`src/rtl/uart_rx_ctrl_if.sv`:
```
// uart_rx_ctrl_if: serial line, frame config and received-byte outputs of the UART receiver
interface uart_rx_ctrl_if #(parameter int DATA_WIDTH = 8);
  logic RX_IN;
  logic [5:0] Prescale;
  logic PAR_EN;
  logic PAR_TYP;
  logic [DATA_WIDTH-1:0] P_DATA;
  logic data_valid;
  logic par_err;
  logic stp_err;
  modport master (
    output RX_IN, Prescale, PAR_EN, PAR_TYP,
    input  P_DATA, data_valid, par_err, stp_err
  );
  modport slave (
    input  RX_IN, Prescale, PAR_EN, PAR_TYP,
    output P_DATA, data_valid, par_err, stp_err
  );
endinterface

```
`src/rtl/uart_rx_ctrl.sv`:
```
// uart_rx_ctrl: oversampling UART receiver with 3-sample majority vote, optional parity and stop check
module uart_rx_ctrl #(
  parameter int DATA_WIDTH = 8
) (
  input logic CLK,
  input logic RST,
  uart_rx_ctrl_if.slave bus
);
  localparam int BW = $clog2(DATA_WIDTH + 1);
  typedef enum logic [2:0] {
    IDLE   = 3'b000,
    START  = 3'b001,
    DATA   = 3'b010,
    PARITY = 3'b011,
    STOP   = 3'b100
  } state_t;
  state_t state, next;
  logic [5:0] p, edge_cnt, half, p_dec;
  logic [BW-1:0] bit_cnt;
  logic [DATA_WIDTH-1:0] sh, data;
  logic [2:0] smp;
  logic par_en, par_typ, err;
  logic dv, pe, se, dv_n, pe_n, se_n;
  logic bit_end, at_sample, sampled, detect, last;
  assign half      = {1'b0, p[5:1]};
  assign bit_end   = edge_cnt == p - 6'd1;
  assign at_sample = edge_cnt == half - 6'd1 || edge_cnt == half || edge_cnt == half + 6'd1;
  assign sampled   = (smp[0] & smp[1]) | (smp[0] & smp[2]) | (smp[1] & smp[2]);
  assign detect    = state == IDLE && !bus.RX_IN;
  assign last      = bit_cnt == BW'(DATA_WIDTH - 1);
  assign p_dec     = (bus.Prescale == 6'd16 || bus.Prescale == 6'd32) ? bus.Prescale : 6'd8;
  always_ff @(posedge CLK) begin
    if (RST) state <= IDLE;
    else state <= next;
  end
  always_comb begin
    next = state;
    case (state)
      IDLE:    next = bus.RX_IN ? IDLE : START;
      START:   next = !bit_end ? START : (sampled ? IDLE : DATA);
      DATA:    next = (bit_end && last) ? (par_en ? PARITY : STOP) : DATA;
      PARITY:  next = bit_end ? STOP : PARITY;
      STOP:    next = bit_end ? IDLE : STOP;
      default: next = IDLE;
    endcase
  end
  always_comb begin
    dv_n = state == STOP && bit_end && sampled && !err;
    pe_n = state == PARITY && bit_end && (sampled != (^sh ^ par_typ));
    se_n = state == STOP && bit_end && !sampled;
  end
  // Frame config is frozen at start detection so mid-frame input changes are ignored
  always_ff @(posedge CLK) begin
    if (RST) begin
      p        <= 6'd8;
      edge_cnt <= '0;
      bit_cnt  <= '0;
      sh       <= '0;
      smp      <= '0;
      par_en   <= 1'b0;
      par_typ  <= 1'b0;
      err      <= 1'b0;
      data     <= '0;
      dv       <= 1'b0;
      pe       <= 1'b0;
      se       <= 1'b0;
    end else begin
      dv <= dv_n;
      pe <= pe_n;
      se <= se_n;
      if (dv_n) data <= sh;
      if (pe_n) err <= 1'b1;
      if (detect) begin
        p        <= p_dec;
        par_en   <= bus.PAR_EN;
        par_typ  <= bus.PAR_TYP;
        err      <= 1'b0;
        edge_cnt <= 6'd1;
      end else if (state != IDLE) begin
        edge_cnt <= bit_end ? 6'd0 : edge_cnt + 6'd1;
      end
      if (state != IDLE && at_sample) smp <= {bus.RX_IN, smp[2:1]};
      if (state == START && bit_end) bit_cnt <= '0;
      if (state == DATA && bit_end) begin
        sh      <= {sampled, sh[DATA_WIDTH-1:1]};
        bit_cnt <= bit_cnt + 1'b1;
      end
    end
  end
  assign bus.P_DATA     = data;
  assign bus.data_valid = dv;
  assign bus.par_err    = pe;
  assign bus.stp_err    = se;
endmodule
```
`src/flat_wrapper.sv`:
```
// flat-port wrapper written by rule: the top's interface ports become plain ports
module uart_rx_ctrl_flat 
#(
  parameter int DATA_WIDTH = 8
)
  (CLK, RST, bus_RX_IN, bus_Prescale, bus_PAR_EN, bus_PAR_TYP, bus_P_DATA, bus_data_valid, bus_par_err, bus_stp_err);
  uart_rx_ctrl_if #(.DATA_WIDTH(DATA_WIDTH)) bus_i ();
  input logic CLK;
  input logic RST;
  input wire logic [$bits(bus_i.RX_IN)-1:0] bus_RX_IN;
  input wire logic [$bits(bus_i.Prescale)-1:0] bus_Prescale;
  input wire logic [$bits(bus_i.PAR_EN)-1:0] bus_PAR_EN;
  input wire logic [$bits(bus_i.PAR_TYP)-1:0] bus_PAR_TYP;
  output wire logic [$bits(bus_i.P_DATA)-1:0] bus_P_DATA;
  output wire logic [$bits(bus_i.data_valid)-1:0] bus_data_valid;
  output wire logic [$bits(bus_i.par_err)-1:0] bus_par_err;
  output wire logic [$bits(bus_i.stp_err)-1:0] bus_stp_err;
  assign bus_i.RX_IN = bus_RX_IN;
  assign bus_i.Prescale = bus_Prescale;
  assign bus_i.PAR_EN = bus_PAR_EN;
  assign bus_i.PAR_TYP = bus_PAR_TYP;
  assign bus_P_DATA = bus_i.P_DATA;
  assign bus_data_valid = bus_i.data_valid;
  assign bus_par_err = bus_i.par_err;
  assign bus_stp_err = bus_i.stp_err;
  uart_rx_ctrl #(.DATA_WIDTH(DATA_WIDTH)) u_core (.CLK(CLK), .RST(RST), .bus(bus_i));
endmodule
```
`config.mk`:
```
export PLATFORM = sky130hd
export DESIGN_NAME = uart_rx_ctrl_flat
export DESIGN_NICKNAME = d
export VERILOG_FILES = /design/src/rtl/uart_rx_ctrl_if.sv /design/src/rtl/uart_rx_ctrl.sv /design/src/flat_wrapper.sv
export SDC_FILE = /design/constraint.sdc
export NUM_CORES = 1
export LEC_CHECK = 0
export ABC_AREA = 1
export ABC_CLOCK_PERIOD_IN_PS = 1700
export BUFFER_PORTS_ARGS = -buffer_cell sky130_fd_sc_hd__buf_2
export CORE_ASPECT_RATIO = 1.1
export CORE_MARGIN = 4
export CORE_UTILIZATION = 54
export DETAILED_ROUTE_END_ITERATION = 8
export GPL_TIMING_DRIVEN = 1
export PLACE_DENSITY = 0.76
export SLEW_MARGIN = 20
export SYNTH_ARGS = -nofsm -noshare
export SYNTH_HDL_FRONTEND = slang
export SYNTH_SLANG_ARGS = --single-unit
```
`constraint.sdc`:
```
create_clock -name CLK -period 1.7 [get_ports CLK]
set_input_delay 0.255 -clock CLK [delete_from_list [all_inputs] [get_ports CLK]]
set_output_delay 0.255 -clock CLK [all_outputs]
set_load 0.02 [all_outputs]
```
# After elaboration in Yosys (flattened, before gate mapping)
# Index checks and enable logic that the tools add are counted.
[classes]
muxes = 14
n_addsub = 5
n_bitwise = 6
n_eq_ne = 12
reduce_logical = 23
[op_table]
columns = ["cell", "n"]
rows = [
  ["$eq 6x6->1", 3],
  ["$mux 3", 5],
  ["$pmux 3 s5", 1],
  ["$mux 6", 2],
  ["$logic_and 1x1->1", 11],
  ["$mux 4", 2],
  ["$reduce_xor 8->1", 1],
  ["$add 5x1->6 const B", 1],
  ["$add 6x1->6 const B", 1],
  ["$eq 3x2->1 const B", 2],
  ["$eq 6x5->1", 1],
  ["$eq 6x5->1 const B", 1],
  ["$eq 6x6->1 const B", 1],
  ["$sub 5x1->6 const B", 1],
  ["$sub 6x1->6 const B", 1],
  ["$add 4x1->4 const B", 1],
  ["$eq 4x3->1 const B", 1],
  ["$reduce_bool 2->1", 2],
  ["$and 1x1->1", 3],
  ["$eq 3x1->1 const B", 1],
  ["$eq 3x3->1 const B", 1],
  ["$logic_not 1->1", 3],
  ["$logic_not 3->1", 1],
  ["$logic_or 1x1->1", 3],
  ["other kinds (7)", 10],
]
[totals]
ff_bits = 44
input_bits = 11
wordCells = 74
out_inout_bits = 11

# Longest topological paths before layout
# Gate-level depths: netlist of run 1.
[logic_depth]
word_depth = 6
ltp_mapped = 13
ltp_nobuf = 13

# Worst setup path after synthesis of run 1
# Ideal clock, no wire load.
[synth_timing]
path_kind = "flip-flop to flip-flop"
startpoint = "register u_core.p[1]"
endpoint = "register u_core.data[1], in the netlist u_core.bus.P_DATA[1]"
t_arrival_ns = 1.711
required_time_ns = 1.587
setup_slack_ns = -0.124
path_stages_with_launch = 11
period_less_slack_ns = 1.824
cell_sequence = "dfxtp_1 > inv_1 > ha_1 > xnor2_1 > nor2_1 > nand2_1 > nor2_4 > nand4_4 > buf_2 > nor2_1 > nor2_1"
[synth_between]
elab_chain_len = 5
[synth_lines]
columns = ["item", "line", "source"]
rows = [
  ["start: declaration", "uart_rx_ctrl.sv:18", "logic [5:0] p, edge_cnt, half, p_dec;"],
  ["start signal: assignment", "uart_rx_ctrl.sv:74", "p <= p_dec;"],
  ["$sub 6x1->6", "uart_rx_ctrl.sv:26", "assign bit_end = edge_cnt == p - 6'd1;"],
  ["$eq 6x6->1", "uart_rx_ctrl.sv:26", ""],
  ["$logic_and 1x1->1 (3 in a row)", "uart_rx_ctrl.sv:48", "dv_n = state == STOP && bit_end && sampled && !err;"],
  ["end signal: assignment", "uart_rx_ctrl.sv:71", "if (dv_n) data <= sh;"],
  ["end: declaration", "uart_rx_ctrl.sv:20", "logic [DATA_WIDTH-1:0] sh, data;"],
]
# No other way between the ends.
# A chain may end at the register's enable or synchronous reset.

# Worst setup path after layout of run 1
[layout_timing]
startpoint = "register u_core.p[1]"
endpoint = "register u_core.sh[0]"
[layout_between]
elab_chain_len = 3
[layout_lines]
columns = ["item", "line", "source"]
rows = [
  ["$sub 6x1->6", "uart_rx_ctrl.sv:26", ""],
  ["$eq 6x6->1", "uart_rx_ctrl.sv:26", ""],
  ["$logic_and 1x1->1", "uart_rx_ctrl.sv:84", "if (state == DATA && bit_end) begin"],
  ["end signal: assignment", "uart_rx_ctrl.sv:85", "sh <= {sampled, sh[DATA_WIDTH-1:1]};"],
  ["end: declaration", "uart_rx_ctrl.sv:20", ""],
]
# No other way between the ends.

==> flow_summary.ini, run 1 <==
[run_status]
outcome = finished, violations left
failed_checks = setup timing

[layout]
nNetsFinal = 466
syn_to_final_growth_pct = 31.81
stdcell_area_sq_mm = 0.003364
drive_gt1_frac = 0.2844
diodes = 0

[global_route]
grt_util_all_layers = 0.2372
grt_max_degree = 19
antenna_found_initial = 0
grt_pass1_wl_mm = 10.90
grt_pass1_vias = 2423
grt_remaining_overflow = 0

[logic_synthesis]
avgSynthCellArea_sq_um = 6.462
yosysWarningCount = 0
synth_flop_cell = dfxtp_1
synth_nets = 412
synthArstFlopShare = 0
syn_inst = 395
synth-seq-cells = 44
synth_edf_count = 0
netlist_area_sq_mm = 0.002552
yosysSeqAreaShare = 0.3451
synth_cell_type_count = 32

[setup_path]
cp_max_fo = 8
cp-start-kind = register
r2r_slack_ns = -0.1
cp-end-kind = register
worst_ep_arrival_time_ns = 1.99
cp_data_required_time_ns = 1.90
slowest_delay_ns = 0.36
worstPathCellList = inv_6 -> ha_4 -> buf_4 -> nand3_2 -> nand2_2 -> nand2_4 -> nor2_8 -> nand3_4 -> buf_12 -> nand2_1 -> a21oi_1
cp_slowest_cell = dfxtp_4
setup.worst_path.class = reg -> reg

[clock_tree]
cts_max_level = 2
insertion_delay_ns = 0.31
cts_buffers = 5
ctsHoldBuffers = 0
clock_tree.buffer_depth = 2
cts_tree = done
clk_pin_slew_ns = 0.09
clockRootBuffer = clkbuf_8
cts.sinks = 44

[power_and_ir_drop]
leakage_nw = 1.626
power.total_mw = 2.049
irDropWorstVdd_uv = 554.3
power_density_mw_per_mm2 = 609.1

[timing]
period_needed_ns = 1.795
rsz0062_at_grt = true
hold_viol = 0
worst_slew_pin_slew_ns = 0.4264
max_freq_mhz = 557.0
slew_headroom = 0.7138
fin_skew_ns = 0.007874
setup_viol = 21
finalCritPeriodShare = 1.056
setup_ws_ns = -0.09544
final_max_slew_viol_count = 0

[die]
start_util = 0.5746
ios = 22
fp.dieW_um = 73.55
fp.dieH_um = 80.11
placementRows = 25
die-area_sq_mm = 0.005892
core_area_sq_mm = 0.004442

[route]
postRouteAntennaNets = 0
wl_per_cell_um = 13.46
drt_iter0_markers = 102
routed_wl_mm = 6.782
drc_errors = 0
drtPass1Iterations = 4
num_vias = 2600
vias_per_cell = 5.159

[placement]
dp_hpwl_mm = 4.435
io_buffers = 21
placed_cell_area_sq_mm = 0.002918
place.gp.congestion = 0.8997

[flow_run]
cap_viol_max_count = 0

[min_path]
hold_path_class = in -> reg
## cells in the final DEF, fill, tap and decap left out, drive strengths merged
master and instances:
dfxtp 44, nand3b 2, clkinv 5, o211ai 1, nor3 5, bufinv 1, o21ai 12, nand4 7
o32ai 1, or2 1, clkbuf 5, ha 6, inv 45, xor2 10, nor4 2, a21oi 19
o21bai 1, nor2 61, nand2 135, nand3 27, xnor2 6, buf 53, a211oi 1
## synth_stat cells, types with 3 or more instances
| cell | count | area share |
|---|---|---|
| nand4_1 | 4 | 0.0098 |
| inv_2 | 3 | 0.0044 |
| ha_1 | 6 | 0.029 |
| nand3_1 | 26 | 0.051 |
| inv_1 | 41 | 0.060 |
| dfxtp_1 | 44 | 0.35 |
| buf_6 | 3 | 0.013 |
| xnor2_1 | 6 | 0.021 |
| nand2_1 | 132 | 0.19 |
| nor3_1 | 5 | 0.0098 |
| clkbuf_1 | 4 | 0.0059 |
| xor2_1 | 10 | 0.034 |
| nor2_1 | 57 | 0.084 |
| a21oi_1 | 19 | 0.037 |
| o21ai_0 | 12 | 0.024 |
| nand2_2 | 3 | 0.0074 |
## cell type report
| class | instances | area (sq um) |
|---|---|---|
| tap | 54 | 67.56 |
| clock buffer | 5 | 68.82 |
| multi-input combinational | 297 | 1715 |
| clock inverter | 3 | 47.55 |
| timing repair buffer | 53 | 374.1 |
| fill | 343 | 1077 |
| sequential | 44 | 887.1 |
| inverter | 48 | 203.9 |
## state kept, by name, summed over array words and instances, names as in the netlist
name                   cells
u_core.bus.par_err         1
u_core.bus.stp_err         1
u_core.smp                 3
u_core.bit_cnt             4
u_core.bus.data_valid      1
u_core.bus.P_DATA          8
u_core.par_typ             1
u_core.par_en              1
u_core.edge_cnt            6
u_core.p                   6
u_core.sh                  8
u_core.state               3
u_core.err                 1
## metal layers
| metal | track usage | vias up | routed length (um) |
|---|---|---|---|
| met4 | 0.09964 | 0 | 141 |
| met3 | 0.04506 | 13 | 192 |
| met2 | 0.4379 | 44 | 3744 |
| met1 | 0.2577 | 1195 | 2703 |
| met5 | 0 | - | 0 |
| li1 | - | 1348 | - |
## cell families after synthesis
family	synth area share
AOI/OAI and AO/OA	0.07304
xor gates and xnor gates	0.05490
adders and majority gates	0.02941
buffers and inverters	0.09657
DFF	0.3451
and+or+nand+nor	0.4010
## through the flow
stage | TNS (ns) | worst slack (ns) | utilization | hold slack (ns) | cells
finish | -0.9351 | -0.09544 | 0.7575 | 0.1937 | 504
global route | -3.890 | -0.1707 | 0.7575 | 0.2337 | 504
CTS | -1.838 | -0.1055 | 0.7141 | 0.1925 | 498
detailed placement | -0.8245 | -0.09475 | 0.6569 | 0.4420 | 487
global placement | -0.2494 | -0.05003 | 0.6569 | 0.4385 | 487
floorplan | 0 | 0.003525 | - | 0.3899 | 395
## where the power goes
part	leakage [nW]	internal [mW]	total (mW)	switching, mW
sequential	0.357	1.04	1.05	0.0121
clock	0.0583	0.443	0.824	0.381
combinational	1.21	0.0667	0.173	0.106
## worst max-delay path, delay by kind of cell, from the launching register on
family	cells	cell delay, ns
and+or+nand+nor	6	0.69
adders and majority gates	1	0.17
DFF	1	0.36
AOI/OAI and AO/OA	1	0.06
buffers and inverters	3	0.39
## path summary, 6_finish.rpt
path	startpoint	cells after the start	endpoint
max	u_core.p[1]	11	u_core.sh[0]
min	bus_PAR_EN	3	u_core.par_en
max reg2reg	u_core.p[1]	11	u_core.sh[0]
min reg2reg	u_core.err	2	u_core.err
## what timing repair did
item,CTS,global route
setup endpoints to repair,32,36
resized for setup,27,35
buffers inserted,2,4
pin swaps,6,19
cloned,1,2
No activity file was read; power rests on OpenSTA's default activity.
==> run 2: changes to the inputs <==
--- a/config.mk
+++ b/config.mk
@@ -5,15 +5,14 @@
 export SDC_FILE = /design/constraint.sdc
 export NUM_CORES = 1
 export LEC_CHECK = 0
-export ABC_AREA = 1
-export ABC_CLOCK_PERIOD_IN_PS = 1700
+export ABC_CLOCK_PERIOD_IN_PS = 2200
 export BUFFER_PORTS_ARGS = -buffer_cell sky130_fd_sc_hd__buf_2
 export CORE_ASPECT_RATIO = 1.1
 export CORE_MARGIN = 4
-export CORE_UTILIZATION = 54
+export CORE_UTILIZATION = 50
 export DETAILED_ROUTE_END_ITERATION = 8
 export GPL_TIMING_DRIVEN = 1
-export PLACE_DENSITY = 0.76
+export PLACE_DENSITY = 0.69
 export SLEW_MARGIN = 20
 export SYNTH_ARGS = -nofsm -noshare
 export SYNTH_HDL_FRONTEND = slang
==> constraint.sdc (replaced) <==
create_clock -name CLK -period 2.2 [get_ports CLK]
set_input_delay 0.33 -clock CLK [delete_from_list [all_inputs] [get_ports CLK]]
set_output_delay 0.33 -clock CLK [all_outputs]
set_load 0.02 [all_outputs]
==> run 2 against run 1 <==
Compared with the run above:
- the flow now finishes without violations
- clock skew fell by 0.0052 ns
- non-clock buffer count decreased by 12
- worst setup slack better by 0.21 ns
- synthesized area decreased by 6.3%
- clock-buffer cell count unchanged
- first-iteration DRC count fell by 14%
- maximum frequency shrank 14%
- sequential cell count unchanged
==> flow_summary.ini, run 2 <==
[layout]
fillers = 416
final_common_cell = dfxtp_1
fin_util = 0.6044
fin_cells = 359
register_area_sq_um = 884.6
diodes = 0
mostFrequentLayoutCells = dfxtp_1, nor2_1, buf_2, mux2i_1, buf_4
syn_to_final_growth_pct = 17.58
drive_gt1_frac = 0.2475
multiInputGateArea_sq_mm = 0.001445
stdcell_area_sq_mm = 0.002811
nNetsFinal = 319

[route]
wl_per_cell_um = 13.80
num_vias = 1929
postRouteAntennaNets = 0
routed_wl_mm = 4.955
drc_errors = 0
drt_iter0_markers = 88
vias_per_cell = 5.373
drtPass1Iterations = 4

[logic_synthesis]
yosysMostFrequentCell = dfxtp_1
yosysWarningCount = 0
synth-seq-cells = 44
netlist_area_sq_mm = 0.002391
synth_top_cell_by_area = dfxtp_1
synthTopCellsByArea = dfxtp_1, mux2i_1, xnor2_1
synth_edf_count = 0
syn_inst = 272
synth_flop_cell = dfxtp_1
synth_nets = 289
yosysSeqAreaShare = 0.3684
synthArstFlopShare = 0
avgSynthCellArea_sq_um = 8.791
synth_top_area_frac = 0.3684
synthTopCellsByCount = dfxtp_1, nor2_1, mux2i_1
synth_cell_type_count = 48

[setup_path]
cp_data_required_time_ns = 2.39
setup.worst_path.class = reg -> reg
cp_max_fo = 8
worst_ep_arrival_time_ns = 2.27
cp-start-kind = register
cp-end-kind = register

[die]
core_area_sq_mm = 0.004652
fp.dieH_um = 80.53
die-area_sq_mm = 0.005954
fp.dieW_um = 73.94
ios = 22
placementRows = 26
start_util = 0.5140

[global_route]
grt_util_all_layers = 0.1817
grt_remaining_overflow = 0
grt_pass1_wl_mm = 8.438
grt_max_degree = 21
antenna_found_initial = 0
grt_pass1_vias = 1818

[power_and_ir_drop]
power_density_mw_per_mm2 = 543.1
leakage_nw = 1.116
irDropWorstVdd_uv = 432.3
power.total_mw = 1.527

[timing]
hold_viol = 0
finalCritPeriodShare = 0.9472
max_freq_mhz = 479.9
period_needed_ns = 2.084
hold_ws_ns = 0.2705
fin_tns_setup_ns = 0
setup_ws_ns = 0.1161
fin_skew_ns = 0.002721
setup_viol = 0
slew_headroom = 0.6725
worst_slew_pin_slew_ns = 0.4906
final_max_slew_viol_count = 0

[clock_tree]
clk_pin_slew_ns = 0.08
ctsResizeCount = 0
cts.sinks = 44
ctsHoldBuffers = 0
cts_buffers = 5
cts_tree = done
cts_setup_buffers = 0
clock_tree.buffer_depth = 2
cts_max_level = 2
insertion_delay_ns = 0.30
clockRootBuffer = clkbuf_8

[placement]
place_inst = 350
place.gp.congestion = 0.8877
placed_cell_area_sq_mm = 0.002650
pre_cts_ws_ns = 0.07734
dp_hpwl_mm = 3.672
io_buffers = 21

[run_status]
outcome = completed

[min_path]
hold_path_class = in -> reg

[flow_run]
cap_viol_max_count = 0
-- run 2: final cells by class --
| class | count | area share |
|---|---|---|
| clock inverter | 3 | 0.01513 |
| sequential | 44 | 0.3146 |
| tap | 56 | 0.02492 |
| inverter | 8 | 0.01246 |
| clock buffer | 5 | 0.02448 |
| timing repair buffer | 41 | 0.09435 |
| multi-input combinational | 202 | 0.5140 |
-- run 2: path summary, 6_finish.rpt --
check | start | to | slack [ns] | cells past startpoint
worst min-delay path | bus_PAR_TYP | u_core.par_typ | 0.27 | 3
worst max-delay path | u_core.p[3] | u_core.sh[7] | 0.12 | 8
worst min register to register | u_core.err | u_core.err | 0.46 | 2
worst max register to register | u_core.p[3] | u_core.sh[7] | 0.12 | 8
-- run 2: cell families (layout without fill, tap and decap cells) --
kind of cell	after synthesis	count (layout)	synth area share
and+or+nand+nor	110	110	0.2423
DFF	44	44	0.3684
AOI/OAI and AO/OA	34	34	0.09472
xor gates and xnor gates	28	28	0.1057
buffers and inverters	26	57	0.05651
muxes	23	23	0.09681
adders and majority gates	7	7	0.03558
-- run 2: critical path: stages (launching register included) --
cell and delay, ns:
dfxtp_1 0.63, xor2_2 0.20, and3_1 0.18, o221ai_2 0.11, buf_4 0.17, nor3_2 0.19
buf_4 0.20, mux2i_2 0.23, nor2_1 0.06
-- run 2: where the power goes --
group	switching [mW]	total, mW	internal, mW
registers	0.0103	0.813	0.803
logic	0.0527	0.0936	0.0409
clock network	0.284	0.620	0.336
-- run 2: per-layer routing --
layer,global-route usage,share of wire,up-vias
met5,0,0,-
met4,0.06884,0.025,0
met3,0.03880,0.032,13
met2,0.2970,0.50,34
met1,0.2310,0.45,887
li1,-,-,995
